### src/rtl/keccak_req_scheduler_pkg.sv
// Shared constants, state encodings and core beat payload for the Keccak request scheduler.
package keccak_sched_pkg;

  localparam int unsigned WORD_W     = 64;
  localparam int unsigned DIGEST_W   = 512;
  localparam int unsigned BYTES_W    = 4;
  localparam int unsigned BYTE_NUM_W = 3;
  localparam int unsigned STATE_W    = 3;

  localparam logic [STATE_W-1:0] ST_CORE_RST = 3'd0;
  localparam logic [STATE_W-1:0] ST_IDLE     = 3'd1;
  localparam logic [STATE_W-1:0] ST_FEED     = 3'd2;
  localparam logic [STATE_W-1:0] ST_PAD      = 3'd3;
  localparam logic [STATE_W-1:0] ST_WAIT_OUT = 3'd4;
  localparam logic [STATE_W-1:0] ST_DELIVER  = 3'd5;

  // One word presented to the hash core
  typedef struct packed {
    logic [WORD_W-1:0]     data;
    logic                  is_last;
    logic [BYTE_NUM_W-1:0] byte_num;
  } core_beat_t;

  // Byte counts above a full word are treated as a full word
  function automatic logic [BYTES_W-1:0] clamp_bytes(input logic [BYTES_W-1:0] b);
    return (b > BYTES_W'(8)) ? BYTES_W'(8) : b;
  endfunction

endpackage

### src/rtl/keccak_req_scheduler_if.sv
// Requester, digest and hash-core signals of the scheduler bundled as one interface.
interface keccak_req_scheduler_if #(
  parameter int unsigned NREQ = 2
);
  import keccak_sched_pkg::*;

  localparam int unsigned ID_W = (NREQ > 1) ? $clog2(NREQ) : 1;

  logic [NREQ-1:0]         req_valid;
  logic [NREQ*WORD_W-1:0]  req_data;
  logic [NREQ-1:0]         req_last;
  logic [NREQ*BYTES_W-1:0] req_bytes;
  logic [NREQ-1:0]         req_ready;
  logic [NREQ-1:0]         dig_valid;
  logic [NREQ-1:0]         dig_ack;
  logic [DIGEST_W-1:0]     dig_data;
  logic                    core_reset;
  logic [WORD_W-1:0]       core_in;
  logic                    core_in_ready;
  logic                    core_is_last;
  logic [BYTE_NUM_W-1:0]   core_byte_num;
  logic                    core_buffer_full;
  logic                    core_out_ready;
  logic [DIGEST_W-1:0]     core_out;
  logic                    busy;
  logic [ID_W-1:0]         grant_id;

  // Requesters plus hash core, seen from outside the scheduler
  modport master (
    output req_valid, req_data, req_last, req_bytes, dig_ack,
           core_buffer_full, core_out_ready, core_out,
    input  req_ready, dig_valid, dig_data, core_reset, core_in, core_in_ready,
           core_is_last, core_byte_num, busy, grant_id
  );

  // The scheduler itself
  modport slave (
    input  req_valid, req_data, req_last, req_bytes, dig_ack,
           core_buffer_full, core_out_ready, core_out,
    output req_ready, dig_valid, dig_data, core_reset, core_in, core_in_ready,
           core_is_last, core_byte_num, busy, grant_id
  );

endinterface

### src/rtl/keccak_req_scheduler_arbiter.sv
// Round-robin pick: first active request strictly after the previous winner, with wrap.
module keccak_rr_arbiter #(
  parameter int unsigned NREQ = 2,
  parameter int unsigned ID_W = (NREQ > 1) ? $clog2(NREQ) : 1
) (
  input  logic [NREQ-1:0] req_i,
  input  logic [ID_W-1:0] ptr_i,
  output logic [ID_W-1:0] idx_o,
  output logic            any_o
);

  // Scan NREQ positions starting at ptr_i+1; keep the first hit
  always_comb begin
    idx_o = '0;
    any_o = 1'b0;
    for (int unsigned k = 1; k <= NREQ; k++) begin
      int unsigned     j;
      logic [ID_W-1:0] jj;
      j = int'(ptr_i) + k;
      if (j >= NREQ) j = j - NREQ;
      jj = ID_W'(j);
      if (!any_o && req_i[jj]) begin
        any_o = 1'b1;
        idx_o = jj;
      end
    end
  end

endmodule

### src/rtl/keccak_req_scheduler.sv
// Shares one Keccak core between NREQ requesters: whole-message round-robin grant,
// word streaming with pad insertion, digest capture/return and core reset between messages.
module keccak_req_scheduler
  import keccak_sched_pkg::*;
#(
  parameter int unsigned NREQ            = 2,
  parameter int unsigned CORE_RST_CYCLES = 2
) (
  input  logic                 clk,
  input  logic                 reset,
  keccak_req_scheduler_if.slave bus
);

  localparam int unsigned ID_W  = (NREQ > 1) ? $clog2(NREQ) : 1;
  localparam int unsigned CNT_W = (CORE_RST_CYCLES > 1) ? $clog2(CORE_RST_CYCLES) : 1;
  localparam logic [CNT_W-1:0] RST_LOAD = CNT_W'(CORE_RST_CYCLES - 1);

  logic [STATE_W-1:0]  state_q, state_d;
  logic [CNT_W-1:0]    rst_cnt_q, rst_cnt_d;
  logic [ID_W-1:0]     grant_q, grant_d;
  logic [ID_W-1:0]     rr_ptr_q, rr_ptr_d;
  logic [NREQ-1:0]     dig_valid_q, dig_valid_d;
  logic [DIGEST_W-1:0] dig_data_q, dig_data_d;
  logic                core_reset_q, core_reset_d;
  logic                busy_q, busy_d;

  logic [NREQ-1:0]     req_ready_c;
  logic                core_in_ready_c;
  logic                xfer_c;
  core_beat_t          beat_c;

  logic [ID_W-1:0]     arb_idx;
  logic                arb_any;

  logic                g_valid, g_last;
  logic [WORD_W-1:0]   g_data;
  logic [BYTES_W-1:0]  g_bytes;

  keccak_rr_arbiter #(.NREQ(NREQ), .ID_W(ID_W)) u_arb (
    .req_i (bus.req_valid),
    .ptr_i (rr_ptr_q),
    .idx_o (arb_idx),
    .any_o (arb_any)
  );

  // Granted requester's word, last flag and clamped byte count
  assign g_valid = bus.req_valid[grant_q];
  assign g_last  = bus.req_last[grant_q];
  assign g_data  = bus.req_data[int'(grant_q) * int'(WORD_W) +: WORD_W];
  assign g_bytes = clamp_bytes(bus.req_bytes[int'(grant_q) * int'(BYTES_W) +: BYTES_W]);

  // State and registered outputs
  always_ff @(posedge clk or negedge reset) begin
    if (!reset) begin
      state_q      <= ST_CORE_RST;
      rst_cnt_q    <= RST_LOAD;
      grant_q      <= '0;
      rr_ptr_q     <= ID_W'(NREQ - 1);
      dig_valid_q  <= '0;
      dig_data_q   <= '0;
      core_reset_q <= 1'b1;
      busy_q       <= 1'b1;
    end else begin
      state_q      <= state_d;
      rst_cnt_q    <= rst_cnt_d;
      grant_q      <= grant_d;
      rr_ptr_q     <= rr_ptr_d;
      dig_valid_q  <= dig_valid_d;
      dig_data_q   <= dig_data_d;
      core_reset_q <= core_reset_d;
      busy_q       <= busy_d;
    end
  end

  // Next-state logic and the zero-latency feed path
  always_comb begin
    state_d         = state_q;
    rst_cnt_d       = rst_cnt_q;
    grant_d         = grant_q;
    rr_ptr_d        = rr_ptr_q;
    dig_valid_d     = dig_valid_q;
    dig_data_d      = dig_data_q;
    req_ready_c     = '0;
    xfer_c          = 1'b0;
    core_in_ready_c = 1'b0;
    beat_c          = '0;

    case (state_q)
      ST_CORE_RST: begin
        if (rst_cnt_q == '0) state_d = ST_IDLE;
        else                 rst_cnt_d = rst_cnt_q - CNT_W'(1);
      end
      ST_IDLE: begin
        if (arb_any) begin
          grant_d  = arb_idx;
          rr_ptr_d = arb_idx;
          state_d  = ST_FEED;
        end
      end
      ST_FEED: begin
        req_ready_c[grant_q] = !bus.core_buffer_full;
        xfer_c               = g_valid && !bus.core_buffer_full;
        core_in_ready_c      = xfer_c;
        beat_c.data          = g_data;
        if (xfer_c && g_last) begin
          if (g_bytes == BYTES_W'(8)) begin
            state_d = ST_PAD;
          end else begin
            beat_c.is_last  = 1'b1;
            beat_c.byte_num = g_bytes[BYTE_NUM_W-1:0];
            state_d         = ST_WAIT_OUT;
          end
        end
      end
      ST_PAD: begin
        if (!bus.core_buffer_full) begin
          core_in_ready_c = 1'b1;
          beat_c.is_last  = 1'b1;
          state_d         = ST_WAIT_OUT;
        end
      end
      ST_WAIT_OUT: begin
        if (bus.core_out_ready) begin
          dig_data_d           = bus.core_out;
          dig_valid_d[grant_q] = 1'b1;
          state_d              = ST_DELIVER;
        end
      end
      ST_DELIVER: begin
        if (bus.dig_ack[grant_q]) begin
          dig_valid_d = '0;
          rst_cnt_d   = RST_LOAD;
          state_d     = ST_CORE_RST;
        end
      end
      default: begin
        rst_cnt_d = RST_LOAD;
        state_d   = ST_CORE_RST;
      end
    endcase

    core_reset_d = (state_d == ST_CORE_RST);
    busy_d       = (state_d != ST_IDLE);
  end

  assign bus.req_ready     = req_ready_c;
  assign bus.core_in_ready = core_in_ready_c;
  assign bus.core_in       = beat_c.data;
  assign bus.core_is_last  = beat_c.is_last;
  assign bus.core_byte_num = beat_c.byte_num;
  assign bus.dig_valid     = dig_valid_q;
  assign bus.dig_data      = dig_data_q;
  assign bus.core_reset    = core_reset_q;
  assign bus.busy          = busy_q;
  assign bus.grant_id      = grant_q;

endmodule
### src/flat_wrapper.sv
// flat-port wrapper written by rule: the top's interface ports become plain ports
module keccak_req_scheduler_flat import keccak_sched_pkg::*;
#(
  parameter int unsigned NREQ            = 2,
  parameter int unsigned CORE_RST_CYCLES = 2
)
  (clk, reset, bus_req_valid, bus_req_data, bus_req_last, bus_req_bytes, bus_dig_ack, bus_core_buffer_full, bus_core_out_ready, bus_core_out, bus_req_ready, bus_dig_valid, bus_dig_data, bus_core_reset, bus_core_in, bus_core_in_ready, bus_core_is_last, bus_core_byte_num, bus_busy, bus_grant_id);
  keccak_req_scheduler_if #(.NREQ(NREQ)) bus_i ();
  input  logic clk;
  input  logic reset;
  input wire logic [$bits(bus_i.req_valid)-1:0] bus_req_valid;
  input wire logic [$bits(bus_i.req_data)-1:0] bus_req_data;
  input wire logic [$bits(bus_i.req_last)-1:0] bus_req_last;
  input wire logic [$bits(bus_i.req_bytes)-1:0] bus_req_bytes;
  input wire logic [$bits(bus_i.dig_ack)-1:0] bus_dig_ack;
  input wire logic [$bits(bus_i.core_buffer_full)-1:0] bus_core_buffer_full;
  input wire logic [$bits(bus_i.core_out_ready)-1:0] bus_core_out_ready;
  input wire logic [$bits(bus_i.core_out)-1:0] bus_core_out;
  output wire logic [$bits(bus_i.req_ready)-1:0] bus_req_ready;
  output wire logic [$bits(bus_i.dig_valid)-1:0] bus_dig_valid;
  output wire logic [$bits(bus_i.dig_data)-1:0] bus_dig_data;
  output wire logic [$bits(bus_i.core_reset)-1:0] bus_core_reset;
  output wire logic [$bits(bus_i.core_in)-1:0] bus_core_in;
  output wire logic [$bits(bus_i.core_in_ready)-1:0] bus_core_in_ready;
  output wire logic [$bits(bus_i.core_is_last)-1:0] bus_core_is_last;
  output wire logic [$bits(bus_i.core_byte_num)-1:0] bus_core_byte_num;
  output wire logic [$bits(bus_i.busy)-1:0] bus_busy;
  output wire logic [$bits(bus_i.grant_id)-1:0] bus_grant_id;
  assign bus_i.req_valid = bus_req_valid;
  assign bus_i.req_data = bus_req_data;
  assign bus_i.req_last = bus_req_last;
  assign bus_i.req_bytes = bus_req_bytes;
  assign bus_i.dig_ack = bus_dig_ack;
  assign bus_i.core_buffer_full = bus_core_buffer_full;
  assign bus_i.core_out_ready = bus_core_out_ready;
  assign bus_i.core_out = bus_core_out;
  assign bus_req_ready = bus_i.req_ready;
  assign bus_dig_valid = bus_i.dig_valid;
  assign bus_dig_data = bus_i.dig_data;
  assign bus_core_reset = bus_i.core_reset;
  assign bus_core_in = bus_i.core_in;
  assign bus_core_in_ready = bus_i.core_in_ready;
  assign bus_core_is_last = bus_i.core_is_last;
  assign bus_core_byte_num = bus_i.core_byte_num;
  assign bus_busy = bus_i.busy;
  assign bus_grant_id = bus_i.grant_id;
  keccak_req_scheduler #(.NREQ(NREQ), .CORE_RST_CYCLES(CORE_RST_CYCLES)) u_core (.clk(clk), .reset(reset), .bus(bus_i));
endmodule
### config.mk
export PLATFORM = sky130hd
export DESIGN_NAME = keccak_req_scheduler_flat
export DESIGN_NICKNAME = d
export VERILOG_FILES = /design/src/rtl/keccak_req_scheduler_pkg.sv /design/src/rtl/keccak_req_scheduler_if.sv /design/src/rtl/keccak_req_scheduler_arbiter.sv /design/src/rtl/keccak_req_scheduler.sv /design/src/flat_wrapper.sv
export SDC_FILE = /design/constraint.sdc
export NUM_CORES = 1
export LEC_CHECK = 0
export BUFFER_PORTS_ARGS = -buffer_cell sky130_fd_sc_hd__buf_2
export CORE_AREA = 8 8 481 483
export DETAILED_ROUTE_END_ITERATION = 16
export DIE_AREA = 0 0 489 491
export HOLD_SLACK_MARGIN = 0.15
export PLACE_DENSITY_LB_ADDON = 0.08
export SKIP_CTS_REPAIR_TIMING = 1
export SYNTH_ARGS = -nofsm -noshare
export SYNTH_HDL_FRONTEND = slang
export SYNTH_SLANG_ARGS = --single-unit
### constraint.sdc
create_clock -name clk -period 3.5 [get_ports clk]
set_input_delay 0.7 -clock clk [delete_from_list [all_inputs] [get_ports clk]]
set_output_delay 0.7 -clock clk [all_outputs]
set_load 0.005 [all_outputs]
==> metrics.txt, run 1 <==
adder-cell share of the synthesized area=0%; clock root buffer=clkbuf_16; combinational power share=35.7%; total negative setup slack=0 ns; cell area after synthesis=21200 um2; worst vdd ir=0.305 mV; die area=between 200000 and 250000 um2; share of layout cells above drive strength 1=a little under two thirds; CP max FO=56; Sink Count=approximately 520; Setup-failing EPs final=0; worst endpoint required time=~2.8 ns; largest family of logic cells by synthesized area=multiplexers; GP Congestion=between 0.7 and 0.8; antenna violations before repair=149; Clock power frac=28.2%; PwrDens=866 nW/um2; multi-input logic area=approximately 7400 um2; Worst Skew=about 0.036 ns; clk_lat worst skew=0.68 ns; fin crit share=91.3%; crit path kind=reg -> out; port bufs=1245; Die W=489 um; H-tree depth=3; status=complete, no violations; row cnt=between 150 and 200; multiplexer share of the synthesized area=32.2%; Post-Syn Area per Cell=16.4 um2; Layout Nets=3292; largest net degree at the start of global routing=81; Total GRT Usage=approximately 11%; Reg area=13100 um2; GRT overflow=0; Core Area=around 220000 um2; xor and xnor area share after synthesis=0%; Hold Vio Cnt, Final=0; synth warn=0; Rel. slew slack=44.0%; Post-Syn Nets=between 1.5k and 2k; #FFs+latches synth=522; fillers=25.3k; Post-Synth Simple-Gate Area=2.08%; commonest non-fill, non-tap cells in the layout=1244 x buf_2, 517 x dfrtp_1, 228 x mux2_1; Worst Setup End Kind=output port; Slew Viols, Final=0; Hold Path Class=in -> reg; vias in the first global route=between 15k and 20k; sequential share of power=36.1%; Initial Utilization=approximately a tenth; RSZ-0062 raised after global routing=false; Tmin final=3.20 ns; Via Count=16.9k; Setup crit start kind=flip-flop; post-synthesis compound-gate area fraction=0.585%; synth top area cells=dfrtp_1 61%, mux2_1 12%, mux2_2 9.8%; first-pass GRT wire length=~180 mm; MaxCap Viol Count=0; Fmax=313 MHz; slew of the pin with the lowest slew margin=between 0.8 and 0.9 ns; CTS tree=yes; Synth area leader=dfrtp_1; clock-pin slew on the worst setup and hold paths=0.07 ns; Cells after Synth=1293; post-synthesis cell type count=35; WL final=138 mm; Detailed Route Iter0 Violations=459; area fraction of the dominant cell type after synthesis=61.3%; Int Pwr=19.3 mW; synthesis-to-finish area growth=61.5%; Die Y=491 um; DRT Pass-1 Iters=4; DRC=0; Routed Antenna Nets=0; WHS=roughly 0.23 ns; total CTS buffers=80; switching power=approximately 10 mW; Leak=between 15 and 20 nW; WL per Instance=24.1 um; commonest non-fill, non-tap cell in the layout=buf_2; I/O pin count=1246; critical path arrival=2.50 ns; DR vias/cell=2.94; Post-Route Utilization=15.3%; sw frac=34.8%; Final HPWL DP=115 mm; CTS max path bufs=3; Seq/Total Area, Yosys=61.7%
==> synth_stat cells <==
cell,instances
nor2_1,75
buf_2,21
mux2_2,184
nor3_2,1
nand2_1,2
a211o_1,1
a22o_1,1
nand4b_1,1
nand3b_1,1
a21o_1,1
o21a_1,2
nor2b_1,4
o22ai_1,2
dfrtp_1,518
buf_4,11
mux2_1,228
a31oi_2,1
and3b_1,1
mux2_4,100
inv_1,1
nor3b_1,2
and4_1,1
buf_8,13
nand2b_1,5
buf_6,28
a31oi_1,1
o2111ai_2,1
clkbuf_1,2
a21oi_1,4
dfstp_2,4
mux2i_1,68
and4bb_4,1
nand3_1,4
a211oi_1,1
o21ai_0,2
==> cells by family after synthesis <==
family / Yosys count
flip-flops: 522
multiplexers: 580
buffers and inverters: 76
AO/OA/AOI/OAI: 17
AND/OR/NAND/NOR: 98
==> metrics by stage <==
step / setup slack, ns / instances / area, um2 / power [mW]
after floorplan: 1.26 / 1293 / 21200 / 14.9
after detailed placement: 0.936 / 5516 / 31100 / 21.8
final: 0.303 / 5739 / 34200 / 29.6
after global routing: 0.0598 / 5712 / 34100 / 31.8
after global placement: 0.942 / 5516 / 31100 / 22.0
after CTS: 0.134 / 5661 / 33800 / 30.7
==> routing by layer <==
| layer | vias up | GRT usage (%) | part of all wire (%) |
|---|---|---|---|
| li1 | 7322 | - | - |
| met1 | 8144 | 10.1 | 32 |
| met2 | 981 | 20.5 | 52 |
| met3 | 342 | 6.12 | 12 |
| met4 | 74 | 3.71 | 3.9 |
| met5 | - | 0 | 0.34 |
==> state kept, by name, indices dropped and copies added (netlist names) <==
| name | flops |
|---|---|
| u_core.state_q | 3 |
| u_core.bus.busy | 1 |
| u_core.rst_cnt_q | 1 |
| u_core.bus.grant_id | 1 |
| u_core.rr_ptr_q | 1 |
| u_core.bus.core_reset | 1 |
| u_core.bus.dig_data | 512 |
| u_core.bus.dig_valid | 2 |
==> critical path, cell delays in order (launching register included) <==
cell	delay [ns]
dfrtp_1	0.52
nor2b_1	0.28
nand2b_2	0.28
buf_12	0.29
nor2_1	0.24
buf_2	0.16
==> area by class of cell <==
type / instances / area share [%]
antenna: 50 / 0.366
clock buffer: 123 / 7.00
clock inverter: 22 / 0.813
inverter: 1 / 0.0110
multi-input combinational: 695 / 21.6
sequential: 522 / 38.3
tap: 2992 / 11.0
timing repair buffer: 1334 / 21.0
==> power by group through the flow <==
stage / clock network (mW) / logic [mW] / registers [mW]
final: 8.34 / 10.6 / 10.7
after global routing: 9.02 / 11.6 / 11.1
after CTS: 8.87 / 11.0 / 10.8
after detailed placement: 0 / 11.0 / 10.8
after global placement: 0 / 11.2 / 10.9
after floorplan: 0 / 4.16 / 10.7
==> path summary, 6_finish.rpt <==
kind,cells after the start,endpoint,slack (ns),start
min,2,u_core.bus.dig_data[317],0.23,bus_core_out[317]
max in group asynchronous,3,u_core.bus.dig_data[480],1.83,reset
min reg2reg,1,u_core.bus.dig_data[85],0.48,u_core.bus.dig_data[85]
min in group asynchronous,2,u_core.bus.dig_data[274],0.63,reset
max,5,bus_core_in[61],0.30,u_core.state_q[1]
max reg2reg,4,u_core.bus.dig_data[82],1.24,u_core.state_q[1]
(Power assumes the default switching activity.)
==> inputs of run 2 (changes only) <==
CORE_AREA = 2 2 489 491   (was 8 8 481 483)
DIE_AREA = 0 0 491 493   (was 0 0 489 491)
==> run 2 against run 1 <==
Clock skew increased by 0.0087 ns; sequential power about the same; core utilization decreased by 0.66 points; register-to-register slack got worse by 0.27 ns; combinational power about the same; total power increased by 1.6%; largest power group unchanged; critical path type unchanged; non-clock buffer count increased by 16; cell area increased by 1.4%; count of clock-buffer cells in the layout increased by 1; fmax decreased by 1.2%; flip-flop and latch count unchanged.
==> metrics.txt, run 2 (synthesized netlist as in run 1, its figures left out) <==
sw frac=34.7% (was 34.8%); DP Worst Slack=0.721 ns (was 0.936 ns); I/O pin count=1246 (unchanged); port bufs=1245 (unchanged); switching power=10.4 mW (was 10.3 mW); Worst path top cell family by delay=simple AND/OR/NAND/NOR gates (unchanged); clock-pin slew on the worst setup and hold paths=0.06 ns (was 0.07 ns); CTS max path bufs=3 (unchanged); Hold Vio Cnt, Final=0 (unchanged); antenna violations before repair=133 (was 149); synthesis-to-finish area growth=63.7% (was 61.5%); slew of the pin with the lowest slew margin=0.886 ns (was 0.840 ns); PnR worst setup slack=0.264 ns (was 0.303 ns); Hold Path Class=in -> reg (unchanged); Die W=491 um (was 489 um); status=complete, no violations (unchanged); vias in the first global route=17.9k (was 18.9k); worst vdd ir=0.314 mV (was 0.305 mV); sequential share of power=35.6% (was 36.1%); Setup crit start kind=flip-flop (unchanged); Initial Utilization=8.93% (was 9.47%); Final HPWL DP=111 mm (was 115 mm); CP max FO=47 (was 56); Layout Nets=3310 (was 3292); Sink Count=522 (unchanged); clock root buffer=clkbuf_16 (unchanged); Rel. slew slack=40.9% (was 44.0%); fin crit share=92.4% (was 91.3%); Post-Route Utilization=14.6% (was 15.3%); crit-path cells=nor2b_1, nand2b_4, buf_12, nor2_1, buf_2 (was nor2b_1, nand2b_2, buf_12, nor2_1, buf_2); DRC=0 (unchanged); fillers=26.9k (was 25.3k); first-pass GRT wire length=176 mm (was 182 mm); WL per Instance=22.8 um (was 24.1 um); combinational power share=35.2% (was 35.7%); max reg flops=512 (unchanged); DRT Pass-1 Iters=4 (unchanged); Reg area=13100 um2 (about the same); Detailed Route Iter0 Violations=430 (was 459); Fmax=309 MHz (was 313 MHz); multi-input logic area=7390 um2 (about the same); share of layout cells above drive strength 1=63.8% (was 64.0%); critical path arrival=2.54 ns (was 2.50 ns); Tmin final=3.24 ns (was 3.20 ns); crit path max-delay cell type=dfrtp_1 (unchanged); MaxCap Viol Count=0 (unchanged); Slew Viols, Final=0 (unchanged); row cnt=179 (was 174); Leak=16.5 nW (was 16.4 nW); Clock power frac=29.2% (was 28.2%); crit path kind=reg -> out (unchanged); CTS tree=yes (unchanged); Setup-failing EPs final=0 (unchanged); Int Pwr=19.6 mW (was 19.3 mW); WL final=135 mm (was 138 mm); DR vias/cell=2.83 (was 2.94); GP Congestion=0.766 (was 0.778); RSZ-0062 raised after global routing=false (unchanged); Routed Antenna Nets=0 (unchanged); H-tree depth=3 (unchanged); total CTS buffers=82 (was 80); Via Count=16.7k (was 16.9k); clk_lat worst skew=0.71 ns (was 0.68 ns); Worst Setup End Kind=output port (unchanged); CP Buf/Inv Count=2 (unchanged); Die Y=493 um (was 491 um); largest net degree at the start of global routing=62 (was 81); GRT overflow=0 (unchanged); commonest non-fill, non-tap cell in the layout=buf_2 (unchanged); crit-path max cell delay=0.52 ns (about the same); Total GRT Usage=10.8% (was 11.0%); PwrDens=867 nW/um2 (was 866 nW/um2); commonest non-fill, non-tap cells in the layout=1244 x buf_2, 516 x dfrtp_1, 228 x mux2_1 (was 1244 x buf_2, 517 x dfrtp_1, 228 x mux2_1); Worst Skew=0.0444 ns (was 0.0357 ns); worst endpoint required time=2.80 ns (about the same); Core Area=237000 um2 (was 224000 um2); die area=242000 um2 (was 240000 um2)
-- run 2: path summary, 6_finish.rpt --
check	startpoint	to	slack, ns	cells after the start
max	u_core.state_q[2]	bus_core_in[11]	0.26	5
min	bus_core_out[130]	u_core.bus.dig_data[130]	0.21	2
max reg2reg	u_core.bus.grant_id	u_core.bus.dig_valid[1]	0.97	7
min reg2reg	u_core.bus.dig_data[165]	u_core.bus.dig_data[165]	0.48	1
max in group asynchronous	reset	u_core.bus.dig_data[444]	1.89	4
min in group asynchronous	reset	u_core.bus.dig_data[109]	0.55	2
-- run 2: through the flow --
step                      instance area [um2]  std cells  hold WS (ns)  setup TNS [ns]  power (mW)
after floorplan                         21200       1293         0.404               0        14.9
after global placement                  31400       5698         0.463               0        22.0
after detailed placement                31400       5698         0.469               0        21.8
after CTS                               34200       5849       -0.0722          -0.187        31.1
after global routing                    34600       5892         0.150               0        32.2
final                                   34600       5910         0.207               0        30.0
-- run 2: cell type report --
cell class,instances,share of cell area (%)
Sequential cell,522,37.7
Multi-Input combinational cell,695,21.3
Timing Repair Buffer,1350,21.2
Tap cell,3167,11.4
Clock buffer,124,6.93
Clock inverter,27,1.19
Antenna cell,24,0.173
Inverter,1,0.0108
-- run 2: power by group through the flow --
stage | sequential (mW) | combinational [mW] | clock, mW
3_3_place_gp | 10.9 | 11.1 | 0
5_1_grt | 11.2 | 11.5 | 9.51
2_1_floorplan | 10.7 | 4.16 | 0
6_report | 10.7 | 10.6 | 8.78
3_5_place_dp | 10.8 | 11.0 | 0
4_1_cts | 10.8 | 11.0 | 9.28
-- run 2: worst reg2reg max path: stages, from the launching register on --
cell      delay [ns]
dfrtp_4         0.79
buf_4           0.27
buf_4           0.15
mux2i_1         0.21
nand2b_1        0.27
nor3b_1         0.46
buf_4           0.21
nor2_1          0.04
-- run 2: layer usage --
metal  share of wire (%)  track usage [%]  up-vias  routed length (um)
met5                0.30                0        -                 398
met4                 3.3             3.57       60                4410
met3                  10             5.25      317               13900
met2                  50             19.0     1000               67200
met1                  36             11.2     7997               48600
li1                    -                -     7355                   -
